### config.mk
export PLATFORM = sky130hd
export DESIGN_NAME = pic_host_master
export DESIGN_NICKNAME = d
export VERILOG_FILES = /design/src/rtl/pic_host_master.sv
export SDC_FILE = /design/constraint.sdc
export NUM_CORES = 1
export LEC_CHECK = 0
export CORE_ASPECT_RATIO = 0.7
export CORE_MARGIN = 1
export CORE_UTILIZATION = 50
export CTS_BUF_LIST = sky130_fd_sc_hd__clkbuf_8
export CTS_CLUSTER_SIZE = 12
export DETAILED_ROUTE_END_ITERATION = 10
export HOLD_SLACK_MARGIN = 0.06
export PLACE_DENSITY = 0.77
export SYNTH_ARGS = -nofsm -noshare
export SYNTH_HDL_FRONTEND = slang
export SYNTH_SLANG_ARGS = --single-unit
### constraint.sdc
create_clock -name clk -period 2.5 [get_ports clk]
set_input_delay 0.375 -clock clk [delete_from_list [all_inputs] [get_ports clk]]
set_output_delay 0.375 -clock clk [all_outputs]
set_load 0.05 [all_outputs]
### src/rtl/pic_host_master.sv
// CPU-side bus master for the interrupt controller: writes the ICW1..ICW4 init
// sequence over WR/A0/data_out, then services INT with a two-pulse INTA acknowledge.
module pic_host_master #(
    parameter int STROBE_CYCLES = 2,
    parameter int GAP_CYCLES    = 2
) (
    input  logic       clk,
    input  logic       reset,
    input  logic       init_start,
    input  logic [7:0] icw1,
    input  logic [7:0] icw2,
    input  logic [7:0] icw3,
    input  logic [7:0] icw4,
    input  logic       int_en,
    input  logic       INT,
    input  logic [7:0] data_in,
    output logic       WR,
    output logic       RD,
    output logic       A0,
    output logic       INTA,
    output logic [7:0] data_out,
    output logic       data_oe,
    output logic       busy,
    output logic       initialized,
    output logic [7:0] vector,
    output logic       vector_vld,
    output logic [2:0] dbg_state_o
);

    localparam int CMAX = (STROBE_CYCLES > GAP_CYCLES) ? STROBE_CYCLES : GAP_CYCLES;
    localparam int CW   = (CMAX > 1) ? $clog2(CMAX) : 1;
    localparam logic [CW-1:0] STB_LOAD = CW'(STROBE_CYCLES - 1);
    localparam logic [CW-1:0] GAP_LOAD = CW'(GAP_CYCLES - 1);

    typedef enum logic [2:0] {
        S_IDLE    = 3'd0,
        S_W_SETUP = 3'd1,
        S_W_LOW   = 3'd2,
        S_W_GAP   = 3'd3,
        S_A_LOW1  = 3'd4,
        S_A_GAP   = 3'd5,
        S_A_LOW2  = 3'd6,
        S_A_DONE  = 3'd7
    } state_t;

    state_t          state_q;
    logic [CW-1:0]   cnt_q;
    logic [1:0]      idx_q;
    logic [3:0][7:0] icw_q;
    logic            wr_q, a0_q, inta_q, oe_q, busy_q, init_q, vld_q;
    logic [7:0]      dout_q, vec_q;
    logic            int_meta_q, int_s_q;
    logic            nxt_vld_d;
    logic [1:0]      nxt_idx_d;

    always_ff @(posedge clk or posedge reset) begin
        if (reset) begin
            int_meta_q <= 1'b0;
            int_s_q    <= 1'b0;
        end else begin
            int_meta_q <= INT;
            int_s_q    <= int_meta_q;
        end
    end

    // Word after idx_q: ICW3 only in cascade mode (icw1[1]==0), ICW4 only if icw1[0]==1.
    always_comb begin
        nxt_vld_d = 1'b0;
        nxt_idx_d = 2'd0;
        case (idx_q)
            2'd0: begin
                nxt_vld_d = 1'b1;
                nxt_idx_d = 2'd1;
            end
            2'd1: begin
                if (!icw_q[0][1]) begin
                    nxt_vld_d = 1'b1;
                    nxt_idx_d = 2'd2;
                end else if (icw_q[0][0]) begin
                    nxt_vld_d = 1'b1;
                    nxt_idx_d = 2'd3;
                end
            end
            2'd2: begin
                if (icw_q[0][0]) begin
                    nxt_vld_d = 1'b1;
                    nxt_idx_d = 2'd3;
                end
            end
            default: ;
        endcase
    end

    always_ff @(posedge clk or posedge reset) begin
        if (reset) begin
            state_q <= S_IDLE;
            cnt_q   <= '0;
            idx_q   <= 2'd0;
            icw_q   <= '0;
            wr_q    <= 1'b1;
            a0_q    <= 1'b0;
            inta_q  <= 1'b1;
            dout_q  <= 8'h00;
            oe_q    <= 1'b0;
            busy_q  <= 1'b0;
            init_q  <= 1'b0;
            vec_q   <= 8'h00;
            vld_q   <= 1'b0;
        end else begin
            vld_q <= 1'b0;
            case (state_q)
                S_IDLE: begin
                    if (init_start) begin
                        icw_q   <= {icw4, icw3, icw2, icw1};
                        init_q  <= 1'b0;
                        idx_q   <= 2'd0;
                        dout_q  <= icw1;
                        a0_q    <= 1'b0;
                        oe_q    <= 1'b1;
                        busy_q  <= 1'b1;
                        state_q <= S_W_SETUP;
                    end else if (init_q && int_en && int_s_q) begin
                        oe_q    <= 1'b0;
                        inta_q  <= 1'b0;
                        cnt_q   <= STB_LOAD;
                        busy_q  <= 1'b1;
                        state_q <= S_A_LOW1;
                    end
                end
                S_W_SETUP: begin
                    wr_q    <= 1'b0;
                    cnt_q   <= STB_LOAD;
                    state_q <= S_W_LOW;
                end
                S_W_LOW: begin
                    if (cnt_q == '0) begin
                        wr_q    <= 1'b1;
                        cnt_q   <= GAP_LOAD;
                        state_q <= S_W_GAP;
                    end else begin
                        cnt_q <= cnt_q - 1'b1;
                    end
                end
                S_W_GAP: begin
                    if (cnt_q != '0) begin
                        cnt_q <= cnt_q - 1'b1;
                    end else if (nxt_vld_d) begin
                        idx_q   <= nxt_idx_d;
                        dout_q  <= icw_q[nxt_idx_d];
                        a0_q    <= 1'b1;
                        state_q <= S_W_SETUP;
                    end else begin
                        oe_q    <= 1'b0;
                        init_q  <= 1'b1;
                        busy_q  <= 1'b0;
                        state_q <= S_IDLE;
                    end
                end
                S_A_LOW1: begin
                    if (cnt_q == '0) begin
                        inta_q  <= 1'b1;
                        cnt_q   <= GAP_LOAD;
                        state_q <= S_A_GAP;
                    end else begin
                        cnt_q <= cnt_q - 1'b1;
                    end
                end
                S_A_GAP: begin
                    if (cnt_q == '0) begin
                        inta_q  <= 1'b0;
                        cnt_q   <= STB_LOAD;
                        state_q <= S_A_LOW2;
                    end else begin
                        cnt_q <= cnt_q - 1'b1;
                    end
                end
                S_A_LOW2: begin
                    // The controller drives the vector during the second pulse; take it on the last low cycle.
                    if (cnt_q == '0) begin
                        inta_q  <= 1'b1;
                        vec_q   <= data_in;
                        vld_q   <= 1'b1;
                        state_q <= S_A_DONE;
                    end else begin
                        cnt_q <= cnt_q - 1'b1;
                    end
                end
                S_A_DONE: begin
                    busy_q  <= 1'b0;
                    state_q <= S_IDLE;
                end
                default: begin
                    wr_q    <= 1'b1;
                    inta_q  <= 1'b1;
                    oe_q    <= 1'b0;
                    busy_q  <= 1'b0;
                    state_q <= S_IDLE;
                end
            endcase
        end
    end

    assign WR          = wr_q;
    assign RD          = 1'b1;
    assign A0          = a0_q;
    assign INTA        = inta_q;
    assign data_out    = dout_q;
    assign data_oe     = oe_q;
    assign busy        = busy_q;
    assign initialized = init_q;
    assign vector      = vec_q;
    assign vector_vld  = vld_q;
    assign dbg_state_o = state_q;

endmodule

==> metrics.txt <==
# TYPE chip_impl_metric gauge
chip_impl_metric{name="groute.usage.overall",unit=""} 0.2322
chip_impl_metric{name="die_height",unit="µm"} 65.68
chip_impl_metric{name="synth_simple_gate_area_frac",unit=""} 0.07041
chip_impl_metric{name="muxShareOfSynthArea",unit=""} 0.1961
chip_impl_metric{name="drtIter0Drc",unit=""} 103
chip_impl_metric{name="regToRegSetupSlack",unit="ns"} 0.23
chip_impl_metric{name="gr-usage-met3",unit=""} 0.07176
chip_impl_metric{name="numPortBuffers",unit=""} 70
chip_impl_metric{name="clkSinkCount",unit=""} 63
chip_impl_info{name="combinational_family_with_the_most_area_after_synthesis",value="multiplexers"} 1
chip_impl_info{name="grt_setup_unrepaired",value="no"} 1
chip_impl_metric{name="final.setup_skew",unit="ns"} 0.003300
chip_impl_metric{name="final_period_util",unit=""} 0.9095
chip_impl_metric{name="report.final.hold_viol_count",unit=""} 0
chip_impl_metric{name="globalRouteMet1Util",unit=""} 0.3386
chip_impl_metric{name="postSynthAreaPerCell",unit="µm²"} 12.27
chip_impl_metric{name="final-setup-viol-count",unit=""} 0
chip_impl_info{name="worstSetupStartpointType",value="register"} 1
chip_impl_info{name="highest_utilization_routing_layer_at_the_global_route_stage",value="met1"} 1
chip_impl_metric{name="drc_errors",unit=""} 0
chip_impl_metric{name="h-tree-depth",unit=""} 3
chip_impl_metric{name="antenna_found_initial",unit=""} 0
chip_impl_metric{name="cts_buffer_depth",unit=""} 2
chip_impl_info{name="regToRegStartpoint",value="dbg_state_o[2]"} 1
chip_impl_metric{name="rows",unit=""} 22
chip_impl_metric{name="drt_first_pass_iters",unit=""} 4
chip_impl_metric{name="gp_congestion",unit=""} 0.8552
chip_impl_metric{name="setup_tns",unit="ns"} 0
chip_impl_metric{name="critPathMaxFanout",unit=""} 16
chip_impl_metric{name="period_needed",unit="ns"} 2.274
chip_impl_metric{name="synth_xor_area_frac",unit=""} 0.003024
chip_impl_metric{name="cts_hold_buf",unit=""} 0
chip_impl_metric{name="hpwlAfterDp",unit="µm"} 4419
chip_impl_metric{name="max_cap_violations",unit=""} 0
chip_impl_metric{name="overflow",unit=""} 0
chip_impl_metric{name="drv_slew",unit=""} 0
chip_impl_metric{name="power_leakage",unit="nW"} 1.778
chip_impl_metric{name="floorplan.core_area",unit="mm²"} 0.005395
chip_impl_metric{name="top_level_ports",unit=""} 72
chip_impl_info{name="cp-startpoint",value="dbg_state_o[2]"} 1
chip_impl_metric{name="synth_fa_ha_area_frac",unit=""} 0.003456
chip_impl_metric{name="grt_max_degree",unit=""} 32
chip_impl_info{name="critPathCaptureType",value="register"} 1
chip_impl_metric{name="hold_ws",unit="ns"} 0.3505
chip_impl_info{name="synthDominantAreaCellType",value="sky130_fd_sc_hd__dfrtp_1"} 1
chip_impl_metric{name="post_synth_num_cell_types",unit=""} 44
chip_impl_metric{name="postSynthRegisterBits",unit=""} 63
chip_impl_metric{name="post-synth-top-area-fraction",unit=""} 0.5270
chip_impl_metric{name="non_filler_instances",unit=""} 386
chip_impl_info{name="outcome",value="finished, final reports clean"} 1
chip_impl_info{name="cts.root.buffer_cell",value="sky130_fd_sc_hd__clkbuf_8"} 1
chip_impl_metric{name="critPathArrivalTime",unit="ns"} 2.50
chip_impl_metric{name="vdd.ir_drop.worst",unit="V"} 0.0007600
chip_impl_info{name="worstReg2RegEnd",value="data_out[5]"} 1
chip_impl_metric{name="route.vias.total",unit=""} 2140
chip_impl_metric{name="synth_compound_gate_area_share",unit=""} 0.1343
chip_impl_metric{name="num-nets-final",unit=""} 354
chip_impl_metric{name="synth.yosys.seq_area_share",unit=""} 0.5451
chip_impl_info{name="crit_end",value="data_out[5]"} 1
chip_impl_metric{name="max_clock_freq",unit="MHz"} 439.8
chip_impl_metric{name="die_area",unit="mm²"} 0.006106
chip_impl_metric{name="post_drt_wl_per_cell",unit="µm"} 16.20
chip_impl_metric{name="async_reset_ff_frac",unit=""} 1.000
chip_impl_metric{name="worst_r2r_path_depth",unit=""} 5
chip_impl_metric{name="cellPowerDensity",unit="mW/mm²"} 1392
chip_impl_metric{name="maxSlewHeadroom",unit=""} 0.4402
chip_impl_metric{name="synth.net_count",unit=""} 281
chip_impl_info{name="synth-main-ff-cell",value="sky130_fd_sc_hd__dfrtp_1"} 1
chip_impl_metric{name="initial_utilization",unit=""} 0.5369
chip_impl_metric{name="crit_required",unit="ns"} 2.72
chip_impl_metric{name="num_antenna_cells",unit=""} 0
chip_impl_metric{name="width_of_the_die",unit="µm"} 92.97
chip_impl_metric{name="syn2layout_area_growth",unit="%"} 34.08
chip_impl_metric{name="synth_edf_count",unit=""} 0
chip_impl_info{name="critical-path-slowest-cell",value="sky130_fd_sc_hd__dfrtp_1"} 1
chip_impl_metric{name="worst_margin_pin_slew",unit="ns"} 0.8396
chip_impl_metric{name="final_antenna_net_count",unit=""} 0
chip_impl_metric{name="mappedNetlistArea",unit="mm²"} 0.002897
chip_impl_info{name="synth_top_cells_by_count",value="sky130_fd_sc_hd__dfrtp_1 (61), sky130_fd_sc_hd__mux2_2 (33), sky130_fd_sc_hd__mux2i_1 (17)"} 1
chip_impl_info{name="netlist_top_cells_area",value="sky130_fd_sc_hd__dfrtp_1 (53%), sky130_fd_sc_hd__mux2_2 (13%), sky130_fd_sc_hd__mux2i_1 (5.9%)"} 1
chip_impl_info{name="timing.critical_path.cells",value="and3b_1 > o211ai_1 > a22o_1 > nor2_2 > a221o_1"} 1
chip_impl_info{name="synth_most_common_cell",value="sky130_fd_sc_hd__dfrtp_1"} 1
chip_impl_metric{name="first_global_vias",unit=""} 2099
chip_impl_metric{name="grt_util_met2",unit=""} 0.3263
chip_impl_metric{name="clkLatencyLatePin",unit="ns"} 0.34
chip_impl_info{name="crit_type",value="reg2reg"} 1
chip_impl_metric{name="ys_warn_count",unit=""} 0
chip_impl_info{name="worst_hold_path_type",value="reg2reg"} 1
chip_impl_metric{name="placed_cells",unit=""} 370
chip_impl_metric{name="layout-drive-gt1-share",unit=""} 0.2038
chip_impl_metric{name="cts.reportedPaths.clkPinSlew",unit="ns"} 0.07
chip_impl_metric{name="cts-buffers-inserted",unit=""} 9
chip_impl_metric{name="critical_path.max_stage_delay",unit="ns"} 0.63
chip_impl_metric{name="grt_pass1_wl",unit="µm"} 10550
chip_impl_metric{name="routed_wl",unit="µm"} 6254
chip_impl_metric{name="synthesis.instances",unit=""} 236
chip_impl_info{name="tritoncts",value="yes"} 1
chip_impl_metric{name="vias_per_cell",unit=""} 5.544
-- sequential cells by signal, summed over array words and instances, names as in the netlist --
| register | flops |
|---|---|
| A0 | 1 |
| INTA | 1 |
| WR | 1 |
| busy | 1 |
| cnt_q | 1 |
| data_oe | 1 |
| data_out | 8 |
| dbg_state_o | 3 |
| icw_q | 32 |
| idx_q | 2 |
| initialized | 1 |
| int_meta_q | 1 |
| int_s_q | 1 |
| vector | 8 |
| vector_vld | 1 |
-- worst min path at each step --
stage | start | cells past startpoint | to
floorplan | int_meta_q | 0 | int_s_q
global placement | int_meta_q | 0 | int_s_q
detailed placement | int_meta_q | 0 | int_s_q
CTS | int_meta_q | 0 | int_s_q
global route | int_meta_q | 0 | int_s_q
finish | int_meta_q | 0 | int_s_q
-- cells in the final DEF, fill, tap and decap left out, types with 2 or more instances in the layout --
| cell type | n |
|---|---|
| sky130_fd_sc_hd__a211oi_1 | 2 |
| sky130_fd_sc_hd__a21o_1 | 7 |
| sky130_fd_sc_hd__a21oi_1 | 8 |
| sky130_fd_sc_hd__a221o_1 | 6 |
| sky130_fd_sc_hd__a22o_1 | 2 |
| sky130_fd_sc_hd__and2_1 | 2 |
| sky130_fd_sc_hd__and3_1 | 7 |
| sky130_fd_sc_hd__buf_12 | 2 |
| sky130_fd_sc_hd__buf_4 | 6 |
| sky130_fd_sc_hd__bufinv_16 | 2 |
| sky130_fd_sc_hd__clkbuf_8 | 9 |
| sky130_fd_sc_hd__clkdlybuf4s50_1 | 70 |
| sky130_fd_sc_hd__clkinv_2 | 2 |
| sky130_fd_sc_hd__clkinvlp_4 | 2 |
| sky130_fd_sc_hd__dfrtp_1 | 61 |
| sky130_fd_sc_hd__dfstp_2 | 2 |
| sky130_fd_sc_hd__inv_1 | 7 |
| sky130_fd_sc_hd__inv_2 | 2 |
| sky130_fd_sc_hd__mux2_2 | 33 |
| sky130_fd_sc_hd__mux2i_1 | 17 |
| sky130_fd_sc_hd__nand2_1 | 12 |
| sky130_fd_sc_hd__nand3_1 | 2 |
| sky130_fd_sc_hd__nand3b_1 | 2 |
| sky130_fd_sc_hd__nor2_1 | 9 |
| sky130_fd_sc_hd__nor3_1 | 2 |
| sky130_fd_sc_hd__o21ai_0 | 14 |
| sky130_fd_sc_hd__o22ai_1 | 2 |
| sky130_fd_sc_hd__o31ai_1 | 4 |
-- worst max-delay path, delay by kind of cell, from the launching register on --
| family | cells | cell delay [ns] |
|---|---|---|
| AO/OA/AOI/OAI | 3 | 1.01 |
| flip-flops | 1 | 0.63 |
| AND/OR/NAND/NOR | 2 | 0.50 |
-- kinds of logic (layout without fill, tap and decap cells) --
family / count (synthesis) / count (layout)
flip-flops: 63 / 63
AND/OR/NAND/NOR: 40 / 40
buffers and inverters: 24 / 102
XOR/XNOR: 1 / 1
adder cells (fa/ha/maj): 1 / 1
multiplexers: 51 / 51
other: 1 / 1
AO/OA/AOI/OAI: 55 / 55
-- where the power goes --
group	leakage, nW	internal (W)	switching (W)
clock	0.106	0.000553	0.000399
sequential	0.768	0.00149	0.000382
combinational	0.904	0.00113	0.00145
total	1.78	0.00318	0.00223
-- per-stage QoR --
stage          utilization  setup WS, ns  area, µm²  total power [W]
2_1_floorplan            -        0.4087       2897         0.003732
5_1_grt             0.7199       0.07057       3884         0.005720
3_5_place_dp        0.6800        0.1814       3669         0.004463
3_3_place_gp        0.6800        0.2466       3669         0.004391
6_report            0.7199        0.2262       3884         0.005406
4_1_cts             0.7194        0.1612       3881         0.005426
-- area by class of cell --
cell class	count	area, µm²
sequential	63	1579
fill	400	1511
multi-input combinational	149	1186
timing repair buffer	78	785.8
clock buffer	9	123.9
tap	72	90.09
clock inverter	7	88.84
inverter	8	30.03
-- routing by layer --
layer / part of all wire / up-vias
met5: 0 / -
met4: 0.012 / 0
met3: 0.069 / 11
met2: 0.43 / 71
met1: 0.49 / 1052
li1: - / 1006
-- repair_timing --
| action | CTS | global route |
|---|---|---|
| resized for setup | 0 | 1 |
| endpoints found under the setup margin | 0 | 6 |
| hold endpoints to repair | 0 | 0 |
| setup buffers | 0 | 0 |
(Power assumes the default switching activity.)
